## config.mk

```make
export PLATFORM = sky130hd
export DESIGN_NAME = uart_byte_rx_flat
export DESIGN_NICKNAME = d
export VERILOG_FILES = /design/src/rtl/uart_byte_rx_pkg.sv /design/src/rtl/uart_byte_rx_if.sv /design/src/rtl/uart_bit_sync.sv /design/src/rtl/uart_byte_rx.sv /design/src/flat_wrapper.sv
export SDC_FILE = /design/constraint.sdc
export NUM_CORES = 1
export LEC_CHECK = 0
export BUFFER_PORTS_ARGS = -buffer_cell sky130_fd_sc_hd__buf_2
export CAP_MARGIN = 15
export CORE_MARGIN = 2
export CORE_UTILIZATION = 52
export CTS_BUF_LIST = sky130_fd_sc_hd__clkbuf_16
export CTS_CLUSTER_DIAMETER = 50
export DETAILED_ROUTE_END_ITERATION = 12
export GPL_TIMING_DRIVEN = 0
export PLACE_DENSITY = 0.71
export SETUP_SLACK_MARGIN = 0.2
export SLEW_MARGIN = 0
export SYNTH_ARGS = -nofsm -noshare
export SYNTH_HDL_FRONTEND = slang
export SYNTH_SLANG_ARGS = --single-unit
```

## constraint.sdc

```tcl
create_clock -name clk -period 1.85 [get_ports clk]
set_input_delay 0.555 -clock clk [delete_from_list [all_inputs] [get_ports clk]]
set_output_delay 0.555 -clock clk [all_outputs]
set_load 0.005 [all_outputs]
```

## src/rtl/uart_byte_rx_pkg.sv

```systemverilog
// uart_pkg: shared FSM states, default bit period and frame-header bytes for the UART receiver and parser
package uart_pkg;
  typedef enum logic [2:0] {IDLE, START, DATA, PARITY, STOP, BREAK} state_t;
  localparam int CLKS_PER_BIT_DEF = 868;
  localparam logic [7:0] HDR_0 = 8'h2E;
  localparam logic [7:0] HDR_1 = 8'h16;
  localparam logic [7:0] HDR_2 = 8'hD2;
  localparam logic [7:0] HDR_3 = 8'h04;
endpackage

```

## src/rtl/uart_byte_rx_if.sv

```systemverilog
// uart_byte_rx_if: serial line in, byte strobe and error strobes out
// master = receiver (reads rx_i, drives data_o/valid_o/frame_err_o/parity_err_o); slave = line source / byte consumer
interface uart_byte_rx_if;
  logic       rx_i;
  logic [7:0] data_o;
  logic       valid_o;
  logic       frame_err_o;
  logic       parity_err_o;
  modport master(input rx_i, output data_o, valid_o, frame_err_o, parity_err_o);
  modport slave(output rx_i, input data_o, valid_o, frame_err_o, parity_err_o);
endinterface

```

## src/rtl/uart_bit_sync.sv

```systemverilog
// uart_bit_sync: STAGES-deep synchronizer, resets to 1 (idle line)
// ports: clk, rst (async active-low), i_d async input, o_q synchronized output
module uart_bit_sync #(
  parameter int STAGES = 2
) (
  input  logic clk,
  input  logic rst,
  input  logic i_d,
  output logic o_q
);
  logic [STAGES-1:0] r_q;
  always_ff @(posedge clk or negedge rst)
    if (!rst) r_q <= '1;
    else      r_q <= {r_q[STAGES-2:0], i_d};
  assign o_q = r_q[STAGES-1];
endmodule

```

## src/rtl/uart_byte_rx.sv

```systemverilog
// uart_byte_rx: 8N1 UART receiver producing one byte strobe per frame; UART_RX_PARITY_EN adds even parity
// ports: clk, rst (async active-low), bus (uart_byte_rx_if.master: rx_i in; data_o, valid_o, frame_err_o, parity_err_o out)
module uart_byte_rx
  import uart_pkg::*;
#(
  parameter int CLKS_PER_BIT = CLKS_PER_BIT_DEF,
  parameter int SYNC_STAGES  = 2
) (
  input logic            clk,
  input logic            rst,
  uart_byte_rx_if.master bus
);
  localparam int CW = $clog2(CLKS_PER_BIT);
  localparam logic [CW-1:0] TH = CW'(CLKS_PER_BIT / 2 - 1);
  localparam logic [CW-1:0] TF = CW'(CLKS_PER_BIT - 1);
`ifdef UART_RX_PARITY_EN
  localparam state_t AFTER_DATA = PARITY;
`else
  localparam state_t AFTER_DATA = STOP;
`endif
  logic          w_rx;
  state_t        r_state;
  logic [CW-1:0] r_cnt;
  logic [2:0]    r_idx;
  logic [7:0]    r_sh;
  logic [7:0]    r_data;
  logic          r_valid;
  logic          r_ferr;
  logic          r_perr;
  logic          r_pbad;
  uart_bit_sync #(.STAGES(SYNC_STAGES)) u_sync (
    .clk(clk),
    .rst(rst),
    .i_d(bus.rx_i),
    .o_q(w_rx)
  );
  // Counter free-runs by default; every terminal (and IDLE/BREAK) clears it.
  always_ff @(posedge clk or negedge rst)
    if (!rst) begin
      r_state <= IDLE;
      r_cnt   <= '0;
      r_idx   <= '0;
      r_sh    <= '0;
      r_data  <= '0;
      r_valid <= 1'b0;
      r_ferr  <= 1'b0;
      r_perr  <= 1'b0;
      r_pbad  <= 1'b0;
    end else begin
      r_valid <= 1'b0;
      r_ferr  <= 1'b0;
      r_perr  <= 1'b0;
      r_cnt   <= r_cnt + 1'b1;
      case (r_state)
        IDLE: begin
          r_cnt <= '0;
          if (!w_rx) r_state <= START;
        end
        START: if (r_cnt == TH) begin
          r_cnt   <= '0;
          r_idx   <= '0;
          r_state <= w_rx ? IDLE : DATA;
        end
        DATA: if (r_cnt == TF) begin
          r_cnt <= '0;
          r_sh  <= {w_rx, r_sh[7:1]};
          r_idx <= r_idx + 1'b1;
          if (r_idx == 3'd7) r_state <= AFTER_DATA;
        end
`ifdef UART_RX_PARITY_EN
        PARITY: if (r_cnt == TF) begin
          r_cnt   <= '0;
          r_pbad  <= w_rx ^ (^r_sh);
          r_state <= STOP;
        end
`endif
        STOP: if (r_cnt == TF) begin
          r_cnt   <= '0;
          r_ferr  <= !w_rx;
          r_state <= w_rx ? IDLE : BREAK;
`ifdef UART_RX_PARITY_EN
          r_perr  <= w_rx && r_pbad;
          r_valid <= w_rx && !r_pbad;
          if (w_rx && !r_pbad) r_data <= r_sh;
`else
          r_valid <= w_rx;
          if (w_rx) r_data <= r_sh;
`endif
        end
        BREAK: begin
          r_cnt <= '0;
          if (w_rx) r_state <= IDLE;
        end
        default: r_state <= IDLE;
      endcase
    end
  assign bus.data_o       = r_data;
  assign bus.valid_o      = r_valid;
  assign bus.frame_err_o  = r_ferr;
`ifdef UART_RX_PARITY_EN
  assign bus.parity_err_o = r_perr;
`else
  assign bus.parity_err_o = 1'b0;
`endif
endmodule

```

## src/flat_wrapper.sv

```systemverilog
// flat-port wrapper written by rule: the top's interface ports become plain ports
module uart_byte_rx_flat import uart_pkg::*;
#(
  parameter int CLKS_PER_BIT = CLKS_PER_BIT_DEF,
  parameter int SYNC_STAGES  = 2
)
  (clk, rst, bus_rx_i, bus_data_o, bus_valid_o, bus_frame_err_o, bus_parity_err_o);
  uart_byte_rx_if bus_i ();
  input logic clk;
  input logic rst;
  input wire logic [$bits(bus_i.rx_i)-1:0] bus_rx_i;
  output wire logic [$bits(bus_i.data_o)-1:0] bus_data_o;
  output wire logic [$bits(bus_i.valid_o)-1:0] bus_valid_o;
  output wire logic [$bits(bus_i.frame_err_o)-1:0] bus_frame_err_o;
  output wire logic [$bits(bus_i.parity_err_o)-1:0] bus_parity_err_o;
  assign bus_i.rx_i = bus_rx_i;
  assign bus_data_o = bus_i.data_o;
  assign bus_valid_o = bus_i.valid_o;
  assign bus_frame_err_o = bus_i.frame_err_o;
  assign bus_parity_err_o = bus_i.parity_err_o;
  uart_byte_rx #(.CLKS_PER_BIT(CLKS_PER_BIT), .SYNC_STAGES(SYNC_STAGES)) u_core (.clk(clk), .rst(rst), .bus(bus_i));
endmodule
```

==> results of run 1 <==
==> area by class of cell <==
cell class | count | area, um2 | area share [%]
timing repair buffer | 30 | 214.0 | 9.618
clock inverter | 3 | 38.79 | 1.744
inverter | 5 | 18.77 | 0.8436
sequential | 36 | 905.9 | 40.72
multi-input combinational | 83 | 824.5 | 37.06
clock buffer | 5 | 125.1 | 5.624
tap | 44 | 55.05 | 2.475
buffer | 5 | 42.54 | 1.912
==> cell usage in the layout (no fill, tap or decap), drive strengths merged, types with 2 or more instances in the layout <==
cell    instances
nand3           6
inv             6
a22o            2
nor2           13
and3            4
a311oi          2
buf            34
xnor2           2
nand4           3
clkbuf          6
dfrtp          34
ha              4
dfstp           2
xor2            6
and2            3
mux2           17
nand2           3
==> metrics by stage <==
stage | utilization, % | setup slack [ns] | cells
after floorplan | - | -0.009110 | 129
after global placement | 59.06 | -0.1869 | 185
after detailed placement | 59.06 | -0.2564 | 185
after CTS | 67.70 | -0.04734 | 202
after global routing | 72.87 | -0.04945 | 211
final | 72.87 | -0.01201 | 211
==> registers in the layout, summed over array words and instances (netlist names) <==
signal and cells:
u_core.bus.frame_err_o 1, u_core.r_idx 3, u_core.bus.valid_o 1, u_core.u_sync.r_q 2
u_core.r_state 3, u_core.r_cnt 10, u_core.bus.data_o 8, u_core.r_sh 8
==> worst max-delay path, stage by stage, from the launching register on <==
cell and delay, ns:
sky130_fd_sc_hd__dfrtp_1 0.41, sky130_fd_sc_hd__ha_4 0.16, sky130_fd_sc_hd__and4bb_4 0.27, sky130_fd_sc_hd__nand3_4 0.07
sky130_fd_sc_hd__or3b_4 0.40, sky130_fd_sc_hd__buf_6 0.15, sky130_fd_sc_hd__mux2_4 0.29
==> power groups by stage <==
stage	Combinational (mW)	Sequential [mW]	Clock (mW)
floorplan	0.00283	0.807	0
global placement	0.0196	0.808	0
detailed placement	0.0204	0.808	0
CTS	0.0207	0.794	0.941
global route	0.0229	0.794	0.984
finish	0.0191	0.794	0.939
==> logic make-up after synthesis <==
kind of cell | count (synthesis)
compound gates | 11
simple gates | 42
mux | 17
flops | 36
xor+xnor | 8
buf+inv | 10
fa+ha+maj | 4
other cells | 1
==> routing by layer <==
metal | share of wire (%) | vias up | global-route usage (%)
met4 | 2.1 | 0 | 8.385
met1 | 42 | 580 | 21.57
met3 | 2.5 | 10 | 4.051
met2 | 53 | 28 | 30.72
met5 | 0 | - | 0
li1 | - | 523 | -
==> worst max path at each step <==
| stage | start | endpoint | slack, ns | cells after the start |
|---|---|---|---|---|
| floorplan | u_core.r_cnt[0]$_DFF_PN0_ | u_core.bus.data_o[0]$_DFFE_PN0P_ | -0.009 | 6 |
| global placement | u_core.r_cnt[1]$_DFF_PN0_ | u_core.r_cnt[3]$_DFF_PN0_ | -0.19 | 6 |
| detailed placement | u_core.r_cnt[1]$_DFF_PN0_ | u_core.r_cnt[5]$_DFF_PN0_ | -0.26 | 6 |
| CTS | u_core.r_cnt[1]$_DFF_PN0_ | u_core.bus.data_o[1]$_DFFE_PN0P_ | -0.05 | 6 |
| global route | u_core.r_cnt[1]$_DFF_PN0_ | u_core.r_cnt[1]$_DFF_PN0_ | -0.05 | 8 |
| finish | u_core.r_cnt[1]$_DFF_PN0_ | u_core.bus.data_o[5]$_DFFE_PN0P_ | -0.01 | 6 |
==> what timing repair did <==
| item | CTS | global route |
|---|---|---|
| gates cloned | 1 | 0 |
| gates resized for setup | 7 | 20 |
| endpoints found under the setup margin | 30 | 31 |
| setup buffers | 8 | 9 |
| pin swaps | 5 | 7 |
==> run summary, run 1 <==
* **mux share of post-synthesis cell area** 13.23%
* **total die area** 0.003689 mm2
* **top-level port count** 14
* **average cell area after synthesis** 12.98 um2
* **number of sinks driven by the clock tree** 36
* **run status** finished, violations left
* **Worst Max-Slew Pin Slew** 0.7786 ns
* **launching point of the worst reg2reg path** u_core.r_cnt[1]$_DFF_PN0_
* **area share of the largest cell type after synthesis** 50.82%
* **via count normalized by instance count** 5.408
* **maximum number of pins on one net before global-route repair** 37
* **register-to-register path setup slack** -0.01 ns
* **Slew Limit Headroom** 48.09%
* **sequential-to-total area share from yosys stat** 53.96%
* **vias in the first global route** 1,084
* **clock network latency to the later pin of the worst-skew pair** 0.28 ns
* **violations in the final reports** setup timing
* **Synth Net Count** 136
* **total power consumption of the routed design** 1.752 mW
* **simple-gate area share of the yosys netlist** 16.14%
* **kind of end point of the critical path** flip-flop
* **netlist area before placement** 0.001674 mm2
* **Leak Pwr** 1.090 nW
* **DRC violation count after routing** 0
* **power per cell area** 787.5 mW/mm2
* **antenna violations before repair** 0
* **remaining global-route overflow** 0
* **maximum fanout along the worst path** 5
* **GP Congestion** 0.7893
* **I/O Buffers** 12
* **cell with the most instances after synthesis** sky130_fd_sc_hd__dfrtp_1
* **detailed router's first-iteration violation count** 53
* **antenna diode count** 0
* **cts bufs inserted** 5
* **clock transition time at the flip-flop clock pins of the worst setup and hold paths** 0.06 ns
* **initial standard-cell utilization of the core** 54.84%
* **die outline width** 60.74 um
* **worst min path class** input port to asynchronous set/reset pin
* **total placed instance area** 0.001803 mm2
* **number of distinct library cells after synthesis** 40
* **complex-gate fraction of the synthesized area** 5.605%
* **GRT Total Usage** 17.99%
* **post-layout net count** 173
* **setup repair after global routing missed its margin** true
* **Post-Layout Inst Area** 0.002225 mm2
* **relative contribution of the clock network to total power** 53.6%
* **num rows** 20
* **Max Freq** 0.5371 GHz
* **list of most frequent post-synthesis cells** sky130_fd_sc_hd__dfrtp_1 (34), sky130_fd_sc_hd__nor2_1 (13), sky130_fd_sc_hd__mux2_2 (9), sky130_fd_sc_hd__mux2_4 (8), sky130_fd_sc_hd__xor2_1 (6)
* **Max IR drop VDD** 0.0006037 V
* **top_reg_cell synth** sky130_fd_sc_hd__dfrtp_1
* **TritonCTS clock tree** done
* **Tcrit/Tclk final** 100.6%
* **xor/xnor share of the synthesized area** 4.185%
* **power share of the combinational group** 1.1%
* **power spent charging and discharging nets** 328.8 uW
* **type of element launching the critical path** flip-flop
* **root buffer cell** sky130_fd_sc_hd__clkbuf_16
* **total via count after detailed routing** 1,141
* **filler cell count in the final layout** 211
* **logic depth of the worst register-to-register path** 6
* **Setup WS post-layout** -0.01201 ns
* **Crit path required time** 2.01 ns
* **count of antenna-violating nets left after detailed routing** 0
* **switching part of the total power** 18.77%
* **HPWL after detailed placement** 1888 um
* **top cells by area, synth** sky130_fd_sc_hd__dfrtp_1 (51%), sky130_fd_sc_hd__mux2_4 (7.2%), sky130_fd_sc_hd__mux2_2 (6.1%)
* **Warnings, synthesis** 0
* **EDFF count, synth** 0
* **Final Hold Fails** 0
* **internal power of the cells** 1.423 mW
* **largest family of logic cells by synthesized area** simple AND/OR/NAND/NOR gates
* **worst path arrival time** 2.02 ns
* **Pre-Repair DR Iteration Count** 4
* **Worst Hold Slack** 0.3563 ns
* **share of cells above drive strength 1** 49.70%
* **clock tree skew after final layout** 0.004830 ns
* **category of the critical setup timing path** flip-flop to flip-flop
* **number of max-cap violations** 0
* **area leader, netlist** sky130_fd_sc_hd__dfrtp_1
* **end of the worst register-to-register path** u_core.bus.data_o[5]$_DFFE_PN0P_
* **Area growth syn-to-layout** 32.88%
* **Std-Cell Core Area** 0.003053 mm2
* **minimum clock period after layout** 1.862 ns
* **number of synthesized register bits** 36
* **Clock Tree Buf Depth** 2
* **vertical die dimension** 60.74 um
* **register share of total power** 45.3%
* **final-layout setup total negative slack** -0.04497 ns
* **number of instances in the synthesized netlist** 129
* **wire length of the first global-routing pass** 4816 um
* **share of async-settable or async-resettable flops after synthesis** 100.0%
* **DR WL/cell** 15.89 um
* **post-detailed-routing wire length** 3352 um
* **H-tree lvl count** 2
* **Hold-fix buffers, CTS** 0
* **final setup vio count** 5
* **Final Max Slew Viols** 0
* **area share of fa/ha/maj cells after synthesis** 2.990%
No activity file was read; power rests on OpenSTA's default activity.
==> inputs of run 2 (changes only) <==
--- a/config.mk
+++ b/config.mk
@@ -5,6 +5,7 @@
 export SDC_FILE = /design/constraint.sdc
 export NUM_CORES = 1
 export LEC_CHECK = 0
+export ABC_AREA = 1
 export BUFFER_PORTS_ARGS = -buffer_cell sky130_fd_sc_hd__buf_2
 export CAP_MARGIN = 15
 export CORE_MARGIN = 2
==> run 2 against run 1 <==
Routed wire length is 9.7% lower. The flow now finishes without violations. Largest power group is now registers. Worst hold slack improved by 0.0017 ns. Register-to-register slack better by 0.35 ns. Critical path depth increased by 3. Largest cell class unchanged. Critical endpoint is now u_core.r_cnt[2]$_DFF_PN0_. Design area decreased by 10%. Maximum frequency grew 23%.
==> run summary, run 2 <==
* **number of max-cap violations** 0
* **highest-utilization routing layer at the global route stage** met2
* **initial standard-cell utilization of the core** 55.44%
* **Top Family by Delay on Critical Path** simple AND/OR/NAND/NOR gates
* **number of synthesized register bits** 36
* **Setup WS post-layout** 0.3394 ns
* **register-to-register path setup slack** 0.34 ns
* **top_reg_cell synth** sky130_fd_sc_hd__dfrtp_1
* **die outline width** 61.52 um
* **number of distinct library cells after synthesis** 28
* **Largest Register** u_core.r_cnt
* **root buffer cell** sky130_fd_sc_hd__clkbuf_16
* **worst path arrival time** 1.67 ns
* **commonest cells after routing, fill and taps aside** sky130_fd_sc_hd__nand2_1 (53), sky130_fd_sc_hd__dfrtp_1 (34), sky130_fd_sc_hd__inv_1 (21), sky130_fd_sc_hd__nor2_1 (21), sky130_fd_sc_hd__buf_2 (12)
* **slowest cell on the critical path** sky130_fd_sc_hd__dfrtp_1
* **setup slack after placement** 0.2496 ns
* **end of the worst register-to-register path** u_core.r_cnt[2]$_DFF_PN0_
* **antenna diode count** 0
* **category of the critical setup timing path** flip-flop to flip-flop
* **share of async-settable or async-resettable flops after synthesis** 100.0%
* **global-route met1 utilization** 23.42%
* **I/O Buffers** 12
* **vertical die dimension** 61.52 um
* **H-tree lvl count** 2
* **number of sinks driven by the clock tree** 36
* **logic depth of the worst register-to-register path** 9
* **Area growth syn-to-layout** 16.00%
* **final setup vio count** 0
* **kind of end point of the critical path** flip-flop
* **Tcrit/Tclk final** 81.66%
* **total die area** 0.003785 mm2
* **run status** finished clean
* **detailed router's first-iteration violation count** 90
* **GRT Total Usage** 19.67%
* **Crit path largest cell delay** 0.39 ns
* **Leak Pwr** 1.021 nW
* **total via count after detailed routing** 1,227
* **netlist area before placement** 0.001720 mm2
* **top cells by area, synth** sky130_fd_sc_hd__dfrtp_1 (49%), sky130_fd_sc_hd__nand2_1 (12%), sky130_fd_sc_hd__nor2_1 (4.6%)
* **met2 routing resource usage after global routing** 31.43%
* **post-detailed-routing wire length** 3027 um
* **wire length of the first global-routing pass** 5230 um
* **total placed instance area** 0.001836 mm2
* **average cell area after synthesis** 9.007 um2
* **remaining global-route overflow** 0
* **Pre-Repair DR Iteration Count** 4
* **post-layout net count** 218
* **met3 routing resource usage after global routing** 7.563%
* **Crit path required time** 2.01 ns
* **maximum number of pins on one net before global-route repair** 37
* **minimum clock period after layout** 1.511 ns
* **sequential-to-total area share from yosys stat** 52.51%
* **clock tree skew after final layout** 0.003775 ns
* **list of most frequent post-synthesis cells** sky130_fd_sc_hd__nand2_1 (53), sky130_fd_sc_hd__dfrtp_1 (34), sky130_fd_sc_hd__nor2_1 (21), sky130_fd_sc_hd__inv_1 (20), sky130_fd_sc_hd__o21ai_1 (9)
* **GP Congestion** 0.8644
* **power per cell area** 802.0 mW/mm2
* **launching point of the worst reg2reg path** u_core.r_cnt[0]$_DFF_PN0_
* **share of cells above drive strength 1** 22.17%
* **vias in the first global route** 1,185
* **Clock Tree Buf Depth** 2
* **Post-Layout Inst Area** 0.001996 mm2
* **maximum fanout along the worst path** 10
* **num rows** 20
* **Slew Limit Headroom** 48.35%
* **Max Freq** 0.6620 GHz
* **type of element launching the critical path** flip-flop
* **flip-flop count of the largest register after layout** 10
* **clock transition time at the flip-flop clock pins of the worst setup and hold paths** 0.05 ns
* **via count normalized by instance count** 4.793
* **Std-Cell Core Area** 0.003103 mm2
* **area leader, netlist** sky130_fd_sc_hd__dfrtp_1
* **Synth Net Count** 198
* **Worst Max-Slew Pin Slew** 0.7748 ns
* **TritonCTS clock tree** done
* **area share of the largest cell type after synthesis** 49.45%
* **top-level port count** 14
* **EDFF count, synth** 0
* **Max IR drop VDD** 0.0005478 V
* **cell with the most instances after synthesis** sky130_fd_sc_hd__nand2_1
* **worst min path class** input port to asynchronous set/reset pin
* **HPWL after detailed placement** 2097 um
* **Warnings, synthesis** 0
* **DR WL/cell** 11.82 um
* **filler cell count in the final layout** 281
* **Buf+Inv Stages, Crit Path** 1
* **commonest non-fill, non-tap cell in the layout** sky130_fd_sc_hd__nand2_1
* **DRC violation count after routing** 0
* **count of antenna-violating nets left after detailed routing** 0
* **antenna violations before repair** 0
* **number of instances in the synthesized netlist** 191
* **setup repair after global routing missed its margin** false
* **Final Max Slew Viols** 0
* **CP cell instances** buf_4 -> ha_1 -> nand2_1 -> nor2_1 -> nand3b_1 -> nand2_1 -> nand2_4 -> nor2_8 -> nor2_1
* **final-layout setup total negative slack** 0 ns
* **Final Hold Fails** 0
* **clock network latency to the later pin of the worst-skew pair** 0.28 ns
* **cts bufs inserted** 5
==> run 2: cell count changes after synthesis, moves of 8 or more <==
cell	previous run	this run
sky130_fd_sc_hd__mux2_4	8	0
sky130_fd_sc_hd__inv_1	5	20
sky130_fd_sc_hd__nor2_1	13	21
sky130_fd_sc_hd__nand2_1	3	53
sky130_fd_sc_hd__o21ai_1	0	9
sky130_fd_sc_hd__mux2_2	9	0
==> run 2: metrics by stage <==
| stage | std cells | hold WS [ns] | utilization (%) | total power, mW |
|---|---|---|---|---|
| after global routing | 256 | 0.3609 | 64.31 | 1.662 |
| final | 256 | 0.3580 | 64.31 | 1.600 |
| after detailed placement | 247 | 0.3512 | 59.15 | 0.8296 |
| after CTS | 255 | 0.3621 | 63.67 | 1.619 |
| after floorplan | 191 | 0.2594 | - | 0.8109 |
| after global placement | 247 | 0.3477 | 59.15 | 0.8288 |
==> run 2: cell families after synthesis <==
logic type      count (synthesis)  synth area share, %
simple gates                   94                26.04
flops                          36                52.51
buf+inv                        28                7.345
compound gates                 22                7.927
xor+xnor                        6                3.055
fa+ha+maj                       4                2.909
other cells                     1               0.2180
==> run 2: layout make-up <==
cell class | count | area, um2 | share of cell area [%]
Inverter | 25 | 96.34 | 4.828
Tap cell | 44 | 55.05 | 2.759
Clock buffer | 5 | 125.1 | 6.270
Buffer | 3 | 30.03 | 1.505
Sequential cell | 36 | 903.4 | 45.27
Multi-Input combinational cell | 127 | 703.2 | 35.24
Clock inverter | 3 | 15.01 | 0.7524
Timing Repair Buffer | 13 | 67.56 | 3.386
==> run 2: where the power goes <==
part | internal, mW | switching, mW | leakage [nW]
registers | 0.792 | 0.00201 | 0.481
clock network | 0.488 | 0.298 | 0.0687
logic | 0.00327 | 0.0166 | 0.471
total | 1.28 | 0.317 | 1.02
==> run 2: routing by layer <==
layer / up-vias / wire length, um / part of all wire [%]
li1: 630 / - / -
met1: 581 / 1369 / 45
met2: 11 / 1520 / 50
met3: 5 / 75 / 2.5
met4: 0 / 62 / 2.0
met5: - / 0 / 0
==> run 2: worst max path at each step <==
stage                               from  cells after the start                          endpoint  slack [ns]
2_1_floorplan  u_core.r_cnt[0]$_DFF_PN0_                      9  u_core.bus.data_o[5]$_DFFE_PN0P_        0.46
5_1_grt        u_core.r_cnt[0]$_DFF_PN0_                      9         u_core.r_cnt[6]$_DFF_PN0_        0.21
3_5_place_dp   u_core.r_cnt[0]$_DFF_PN0_                      8     u_core.r_state[0]$_DFFE_PN0P_        0.25
3_3_place_gp   u_core.r_cnt[0]$_DFF_PN0_                      9  u_core.bus.data_o[5]$_DFFE_PN0P_        0.32
4_1_cts        u_core.r_cnt[0]$_DFF_PN0_                      8     u_core.r_state[0]$_DFFE_PN0P_        0.24
6_report       u_core.r_cnt[0]$_DFF_PN0_                      9         u_core.r_cnt[2]$_DFF_PN0_        0.34
==> run 2: worst reg2reg max path: cells and delay by family (launching register included) <==
kind                       cells  cell delay (ns)
adders and majority gates      1             0.14
buffers and inverters          1             0.14
DFF                            1             0.39
and+or+nand+nor                7             0.71
==> run 2: what timing repair did <==
| action | CTS | global route |
|---|---|---|
| endpoints found under the setup margin | 0 | 27 |
| endpoints found under the hold margin | 0 | 0 |
| setup buffers | 0 | 1 |
| hold buffers | 0 | 0 |
| resized for setup | 0 | 3 |
